### config.mk
export PLATFORM = sky130hd
export DESIGN_NAME = icache_nway_flat
export DESIGN_NICKNAME = d
export VERILOG_FILES = /design/src/rtl/icache_nway_if.sv /design/src/rtl/icache_nway.sv /design/src/flat_wrapper.sv
export SDC_FILE = /design/constraint.sdc
export NUM_CORES = 1
export LEC_CHECK = 0
export BUFFER_PORTS_ARGS = -buffer_cell sky130_fd_sc_hd__buf_4
export CORE_MARGIN = 5
export CORE_UTILIZATION = 55
export CTS_BUF_LIST = sky130_fd_sc_hd__clkbuf_4
export CTS_CLUSTER_SIZE = 20
export DETAILED_ROUTE_END_ITERATION = 8
export PLACE_DENSITY = 0.71
export SLEW_MARGIN = 15
export SYNTH_ARGS = -nofsm -noshare
export SYNTH_HDL_FRONTEND = slang
export SYNTH_SLANG_ARGS = --single-unit
### constraint.sdc
create_clock -name CLK -period 12.46 [get_ports CLK]
set_input_delay 1.869 -clock CLK [delete_from_list [all_inputs] [get_ports CLK]]
set_output_delay 1.869 -clock CLK [all_outputs]
set_load 0.01 [all_outputs]
### src/rtl/icache_nway_if.sv
// icache_nway_if: fetch-side and memory-side signals of the N-way icache.
// The slave modport is the cache; the master modport is the datapath plus
// memory controller side. ICACHE_STATS_EN adds the hitcount/misscount outputs.
interface icache_nway_if;
    // datapath fetch port
    logic        imemREN;
    logic [31:0] imemaddr;
    logic        ihit;
    logic [31:0] imemload;
    logic        inv;
    // memory controller instruction port
    logic        iREN;
    logic [31:0] iaddr;
    logic        iwait;
    logic [31:0] iload;
`ifdef ICACHE_STATS_EN
    logic [31:0] hitcount;
    logic [31:0] misscount;
`endif

    modport slave (
        input  imemREN, imemaddr, inv, iwait, iload,
`ifdef ICACHE_STATS_EN
        output hitcount, misscount,
`endif
        output ihit, imemload, iREN, iaddr
    );

    modport master (
        output imemREN, imemaddr, inv, iwait, iload,
`ifdef ICACHE_STATS_EN
        input  hitcount, misscount,
`endif
        input  ihit, imemload, iREN, iaddr
    );
endinterface

### src/rtl/icache_nway.sv
// icache_nway: read-only N-way set-associative instruction cache for one CPU.
// Lookup is combinational in IDLE; a miss latches tag/set/victim and FILL
// streams WORDS words from memory. inv clears every valid bit and aborts a fill.
// Optional macro ICACHE_STATS_EN adds wrapping hit/miss counters.
module icache_nway #(
    parameter int CPUID = 0,
    parameter int SETS  = 8,
    parameter int WAYS  = 2,
    parameter int WORDS = 2
) (
    input  logic          CLK,
    input  logic          nRST,
    icache_nway_if.slave  bus
);
    localparam int WL = $clog2(WORDS);
    localparam int SL = $clog2(SETS);
    localparam int AL = $clog2(WAYS);
    localparam int TW = 30 - WL - SL;
    localparam int WW = (WL > 0) ? WL : 1;
    localparam int AW = (AL > 0) ? AL : 1;

    localparam logic [0:0] ST_IDLE = 1'b0;
    localparam logic [0:0] ST_FILL = 1'b1;

    if (CPUID < 0 || SETS < 2 || (SETS & (SETS - 1)) != 0 ||
        WAYS < 1 || (WAYS & (WAYS - 1)) != 0 ||
        WORDS < 1 || (WORDS & (WORDS - 1)) != 0) begin : g_param_check
        $error("icache_nway: illegal parameter set");
    end

    logic [WAYS-1:0] r_valid [SETS];
    logic [TW-1:0]   r_tag   [SETS][WAYS];
    logic [31:0]     r_data  [SETS][WAYS][WORDS];
    logic [AW-1:0]   r_ptr   [SETS];

    logic [0:0]      r_state;
    logic [WW-1:0]   r_cnt;
    logic [TW-1:0]   r_tag_l;
    logic [SL-1:0]   r_set_l;
    logic [AW-1:0]   r_way_l;

    logic [WW-1:0]   w_word;
    logic [SL-1:0]   w_set;
    logic [TW-1:0]   w_tag;
    logic            w_hit_any;
    logic [AW-1:0]   w_hit_way;
    logic            w_inv_found;
    logic [AW-1:0]   w_inv_way;
    logic [AW-1:0]   w_victim;
    logic            w_lookup;
    logic            w_ihit;
    logic            w_miss_go;
    logic            w_fill;
    logic            w_last;
    logic [31:0]     w_iaddr;
    logic            w_unused;

    assign w_word   = WW'((bus.imemaddr >> 2) & 32'(WORDS - 1));
    assign w_set    = SL'(bus.imemaddr >> (2 + WL));
    assign w_tag    = TW'(bus.imemaddr >> (2 + WL + SL));
    assign w_unused = &{1'b0, bus.imemaddr[1:0]};

    // Way search: matching way for a hit, lowest invalid way for the victim.
    always_comb begin
        w_hit_any   = 1'b0;
        w_hit_way   = '0;
        w_inv_found = 1'b0;
        w_inv_way   = '0;
        for (int unsigned w = 0; w < WAYS; w++) begin
            if (r_valid[w_set][w] && r_tag[w_set][w] == w_tag) begin
                w_hit_any = 1'b1;
                w_hit_way = AW'(w);
            end
            if (!r_valid[w_set][w] && !w_inv_found) begin
                w_inv_found = 1'b1;
                w_inv_way   = AW'(w);
            end
        end
        w_victim = w_inv_found ? w_inv_way : r_ptr[w_set];
    end

    assign w_lookup  = (r_state == ST_IDLE) && bus.imemREN && !bus.inv;
    assign w_ihit    = w_lookup && w_hit_any;
    assign w_miss_go = w_lookup && !w_hit_any;
    assign w_fill    = (r_state == ST_FILL);
    assign w_last    = (r_cnt == WW'(WORDS - 1));
    // {tag, set, word, 2'b00} built arithmetically so WORDS=1 needs no slice
    assign w_iaddr   = (32'({r_tag_l, r_set_l}) << (2 + WL)) | (32'(r_cnt) << 2);

    assign bus.ihit     = w_ihit;
    assign bus.imemload = w_ihit ? r_data[w_set][w_hit_way][w_word] : '0;
    assign bus.iREN     = w_fill;
    assign bus.iaddr    = w_fill ? w_iaddr : '0;

    // Control: FSM, word counter, valid bits and victim pointers.
    always_ff @(posedge CLK or negedge nRST) begin
        if (!nRST) begin
            r_state <= ST_IDLE;
            r_cnt   <= '0;
            r_tag_l <= '0;
            r_set_l <= '0;
            r_way_l <= '0;
            for (int unsigned s = 0; s < SETS; s++) begin
                r_valid[s] <= '0;
                r_ptr[s]   <= '0;
            end
        end else if (bus.inv) begin
            for (int unsigned s = 0; s < SETS; s++) begin
                r_valid[s] <= '0;
            end
            r_state <= ST_IDLE;
            r_cnt   <= '0;
        end else begin
            case (r_state)
                ST_IDLE: begin
                    if (w_miss_go) begin
                        r_tag_l <= w_tag;
                        r_set_l <= w_set;
                        r_way_l <= w_victim;
                        r_state <= ST_FILL;
                    end
                end
                default: begin
                    if (!bus.iwait) begin
                        if (w_last) begin
                            r_valid[r_set_l][r_way_l] <= 1'b1;
                            r_ptr[r_set_l] <= AW'((32'(r_way_l) + 32'd1) % 32'(WAYS));
                            r_cnt   <= '0;
                            r_state <= ST_IDLE;
                        end else begin
                            r_cnt <= r_cnt + 1'b1;
                        end
                    end
                end
            endcase
        end
    end

    // Line storage: data words and tag written by accepted fill beats.
    always_ff @(posedge CLK) begin
        if (w_fill && !bus.iwait && !bus.inv) begin
            r_data[r_set_l][r_way_l][r_cnt] <= bus.iload;
            if (w_last) begin
                r_tag[r_set_l][r_way_l] <= r_tag_l;
            end
        end
    end

`ifdef ICACHE_STATS_EN
    logic [31:0] r_hitcnt;
    logic [31:0] r_misscnt;

    // Hit cycles and IDLE->FILL transitions, wrapping, untouched by inv.
    always_ff @(posedge CLK or negedge nRST) begin
        if (!nRST) begin
            r_hitcnt  <= '0;
            r_misscnt <= '0;
        end else begin
            if (w_ihit)    r_hitcnt  <= r_hitcnt + 32'd1;
            if (w_miss_go) r_misscnt <= r_misscnt + 32'd1;
        end
    end

    assign bus.hitcount  = r_hitcnt;
    assign bus.misscount = r_misscnt;
`endif
endmodule

### src/flat_wrapper.sv
// flat-port wrapper written by rule: the top's interface ports become plain ports
module icache_nway_flat 
#(
    parameter int CPUID = 0,
    parameter int SETS  = 8,
    parameter int WAYS  = 2,
    parameter int WORDS = 2
)
  (CLK, nRST, bus_imemREN, bus_imemaddr, bus_inv, bus_iwait, bus_iload, bus_ihit, bus_imemload, bus_iREN, bus_iaddr);
  icache_nway_if bus_i ();
  input  logic CLK;
  input  logic nRST;
  input wire logic [$bits(bus_i.imemREN)-1:0] bus_imemREN;
  input wire logic [$bits(bus_i.imemaddr)-1:0] bus_imemaddr;
  input wire logic [$bits(bus_i.inv)-1:0] bus_inv;
  input wire logic [$bits(bus_i.iwait)-1:0] bus_iwait;
  input wire logic [$bits(bus_i.iload)-1:0] bus_iload;
  output wire logic [$bits(bus_i.ihit)-1:0] bus_ihit;
  output wire logic [$bits(bus_i.imemload)-1:0] bus_imemload;
  output wire logic [$bits(bus_i.iREN)-1:0] bus_iREN;
  output wire logic [$bits(bus_i.iaddr)-1:0] bus_iaddr;
  assign bus_i.imemREN = bus_imemREN;
  assign bus_i.imemaddr = bus_imemaddr;
  assign bus_i.inv = bus_inv;
  assign bus_i.iwait = bus_iwait;
  assign bus_i.iload = bus_iload;
  assign bus_ihit = bus_i.ihit;
  assign bus_imemload = bus_i.imemload;
  assign bus_iREN = bus_i.iREN;
  assign bus_iaddr = bus_i.iaddr;
  icache_nway #(.CPUID(CPUID), .SETS(SETS), .WAYS(WAYS), .WORDS(WORDS)) u_core (.CLK(CLK), .nRST(nRST), .bus(bus_i));
endmodule
==> flow_summary.json <==
{
  "rsz0062_at_grt": "no",
  "maxCapViolCount": 0,
  "first_global_vias": 30200,
  "cts_tree": "done",
  "wl_per_cell_um": 28.4,
  "routed_wl_mm": 132,
  "powerDensity_nw_per_um2": 154,
  "synth_top_family_by_area": "multiplexers",
  "netlist_instances": 2535,
  "cts.htree.levels": 5,
  "crit_required_ns": 10.59,
  "setup_viol_count_final": 0,
  "die_h_um": 335,
  "max_slew_margin_pct": 17.0,
  "async_flop_share_pct": 3.74,
  "period_needed_ns": 8.84,
  "arrival_ns": 6.98,
  "critPathKind": "in -> out",
  "coreArea_um2": 105000,
  "tns_ns": 0,
  "post_cts_buffers": 0,
  "start_util_pct": 55.3,
  "cts_buffers": 378,
  "drcViolationCount": 0,
  "ant_nets": 0,
  "synth_edf_count": 1440,
  "drtIter0Drc": 3243,
  "vias": 28500,
  "avgSynthCellArea_um2": 22.9,
  "slowest_delay_ns": 1.05,
  "area_delta_synth_final_pct": 13.1,
  "synthXorXnorAreaFrac_pct": 0.513,
  "cp_cell_sequence": "buf_8, buf_4, nor2b_1, a22oi_1, a21oi_1, o221ai_1, nor4_1, and4bb_2, nor3b_2, buf_4, a22o_1, buf_4",
  "cts_resized": 0,
  "portBuffers": 130,
  "syn-cell-area_um2": 58000,
  "clk_pin_slew_worst_paths_ns": 0.07,
  "die_width_um": 335,
  "cts_root_buf": "clkbuf_4",
  "io_pins": 135,
  "crit_path_top_delay_cell": "and4bb_2",
  "synthSimpleGateAreaFrac_pct": 1.97,
  "crit_family": "simple AND/OR/NAND/NOR gates",
  "layout-drive-gt1-share_pct": 38.1,
  "path_max_fanout": 86,
  "cp_common_cell": "buf_4",
  "finalCritPeriodShare_pct": 71.0,
  "grt_pass1_wl_mm": 193,
  "synth-main-ff-cell": "edfxtp_1",
  "start_kind": "input port",
  "grt_overflow_total": 0,
  "ys_types": 47,
  "status": "finished clean",
  "drv_slew": 0,
  "fin_nets": 3052,
  "clock_latency_ns": 1.22,
  "cp.buffers_inverters": 4,
  "grt_start_max_net_pins": 87,
  "synth.area.mux_share_pct": 17.9,
  "place_hpwl_mm": 68.4,
  "rows": 119,
  "dieArea_um2": 112000,
  "peakVddDrop_mv": 0.0908,
  "fmax_mhz": 113,
  "viasPerCell": 6.12,
  "dr.pass1.iters": 5,
  "p_leak_nw": 21.8,
  "hold_path_class": "reg -> reg",
  "clock-sinks": 1496,
  "hold_viol": 0,
  "cts.hold.buffers_added": 0,
  "synth-compound-area-share_pct": 1.52,
  "crit_path_end_kind": "output port",
  "clk_path_buf_depth": 4,
  "antenna_found_initial": 8,
  "worstMarginPinSlew_ns": 1.24,
  "skew_ns": 0.130,
  "synth-adder-area-share_pct": 0,
  "synth.ff_latch_count": 1496,
  "gp_congestion": 0.772,
  "power_w": 0.0101,
  "ys_seq_area_share_pct": 77.0,
  "grt_util_all_layers_pct": 23.8,
  "synth_warnings": 0
}
==> metal layers <==
layer	share of wire, %	global-route usage (%)
met1	38	32.0
met2	50	38.6
met3	9.5	6.54
met4	2.3	7.67
met5	0.0098	0
==> stage by stage <==
| step | instances | setup WS, ns | utilization, % | cell area [um2] | hold WS, ns |
|---|---|---|---|---|---|
| after floorplan | 2536 | 5.79 | - | 58000 | 0.444 |
| after global placement | 3990 | 3.45 | 58.0 | 60900 | 0.454 |
| after detailed placement | 3990 | 3.38 | 58.0 | 60900 | 0.462 |
| after CTS | 4638 | 3.38 | 62.4 | 65500 | 0.478 |
| after global routing | 4647 | 3.30 | 62.5 | 65600 | 0.498 |
| final | 4650 | 3.62 | 62.5 | 65600 | 0.476 |
==> flip-flops by register name (all words and copies together) (netlist names) <==
signal,cells
u_core.r_cnt,1
u_core.r_set_l,3
u_core.r_tag_l,26
u_core.r_ptr,8
u_core.r_data,1024
u_core.r_tag,416
u_core.r_valid,16
u_core.bus.iREN,1
u_core.r_way_l,1
==> worst paths after layout <==
kind / slack (ns) / startpoint / depth (start not counted) / end
setup / recovery: 3.62 / bus_imemaddr[4] / 12 / bus_imemload[14]
hold / removal: 0.48 / u_core.r_valid[2] / 1 / u_core.r_valid[2]
setup reg to reg: 8.38 / u_core.r_tag[7][8] / 10 / u_core.r_tag_l[1]
hold reg to reg: 0.48 / u_core.r_valid[2] / 1 / u_core.r_valid[2]
max in group asynchronous: 11.08 / nRST / 1 / u_core.r_valid[7]
min in group asynchronous: 0.77 / nRST / 1 / u_core.r_tag_l[9]
==> cell families after synthesis <==
family | count (synthesis)
AND/OR/NAND/NOR | 210
XOR/XNOR | 34
other | 1
multiplexers | 533
AO/OA/AOI/OAI | 127
buffers and inverters | 134
flip-flops | 1496
==> area by class of cell <==
cell class / instances / area [um2]
Multi-Input combinational cell: 906 / 13000
Fill cell: 7125 / 39300
Tap cell: 1391 / 1740
Timing Repair Buffer: 199 / 1590
Clock inverter: 109 / 536
Inverter: 2 / 7.51
Clock buffer: 539 / 4050
Antenna cell: 8 / 20.0
Sequential cell: 1496 / 44600
==> cell usage in the layout, fill, tap and decap left out, types with 3 or more instances in the layout <==
cell type / count
inv_2: 6
nor4_1: 6
nor2_4: 46
nand4_1: 4
xnor2_1: 20
clkbuf_4: 539
buf_8: 3
nand3_1: 8
diode_2: 8
or2_2: 5
mux2_2: 3
a21oi_1: 36
buf_4: 190
nor2_1: 8
mux2i_1: 111
and2_1: 34
and3_1: 12
o22a_1: 3
a22o_1: 12
edfxtp_1: 1440
nand3b_1: 25
mux2_4: 29
xor2_1: 14
mux4_2: 390
bufinv_16: 4
nor2b_1: 9
nand2b_1: 3
a21o_1: 29
clkinv_2: 6
a22oi_1: 38
nand2_1: 38
clkinv_1: 92
dfrtp_1: 56
==> synth_stat cells, drive strengths merged (2+ instances only) <==
library cell | number | area (um2)
edfxtp | 1440 | 43200
mux4 | 390 | 8780
mux2i | 111 | 1110
buf | 76 | 452
clkbuf | 56 | 210
dfrtp | 56 | 1400
nor2 | 54 | 203
a22oi | 38 | 285
nand2 | 38 | 143
a21oi | 36 | 180
and2 | 34 | 213
mux2 | 32 | 469
a21o | 29 | 218
nand3b | 25 | 188
xnor2 | 20 | 175
and3 | 14 | 87.6
xor2 | 14 | 123
a22o | 12 | 105
nor2b | 9 | 56.3
nand3 | 8 | 40.0
nor4 | 7 | 58.8
or2 | 5 | 31.3
nand4 | 4 | 25.0
nand2b | 3 | 18.8
nor3 | 3 | 26.3
o22a | 3 | 26.3
a31o | 2 | 17.5
clkinv | 2 | 7.51
or3b | 2 | 17.5
==> power breakdown <==
part | switching, W | internal, W
Sequential | 0.000103 | 0.00563
Combinational | 0.000259 | 0.000231
Clock | 0.00184 | 0.00206
Total | 0.00220 | 0.00792
Note: power is estimated with default switching activity, not from simulation.
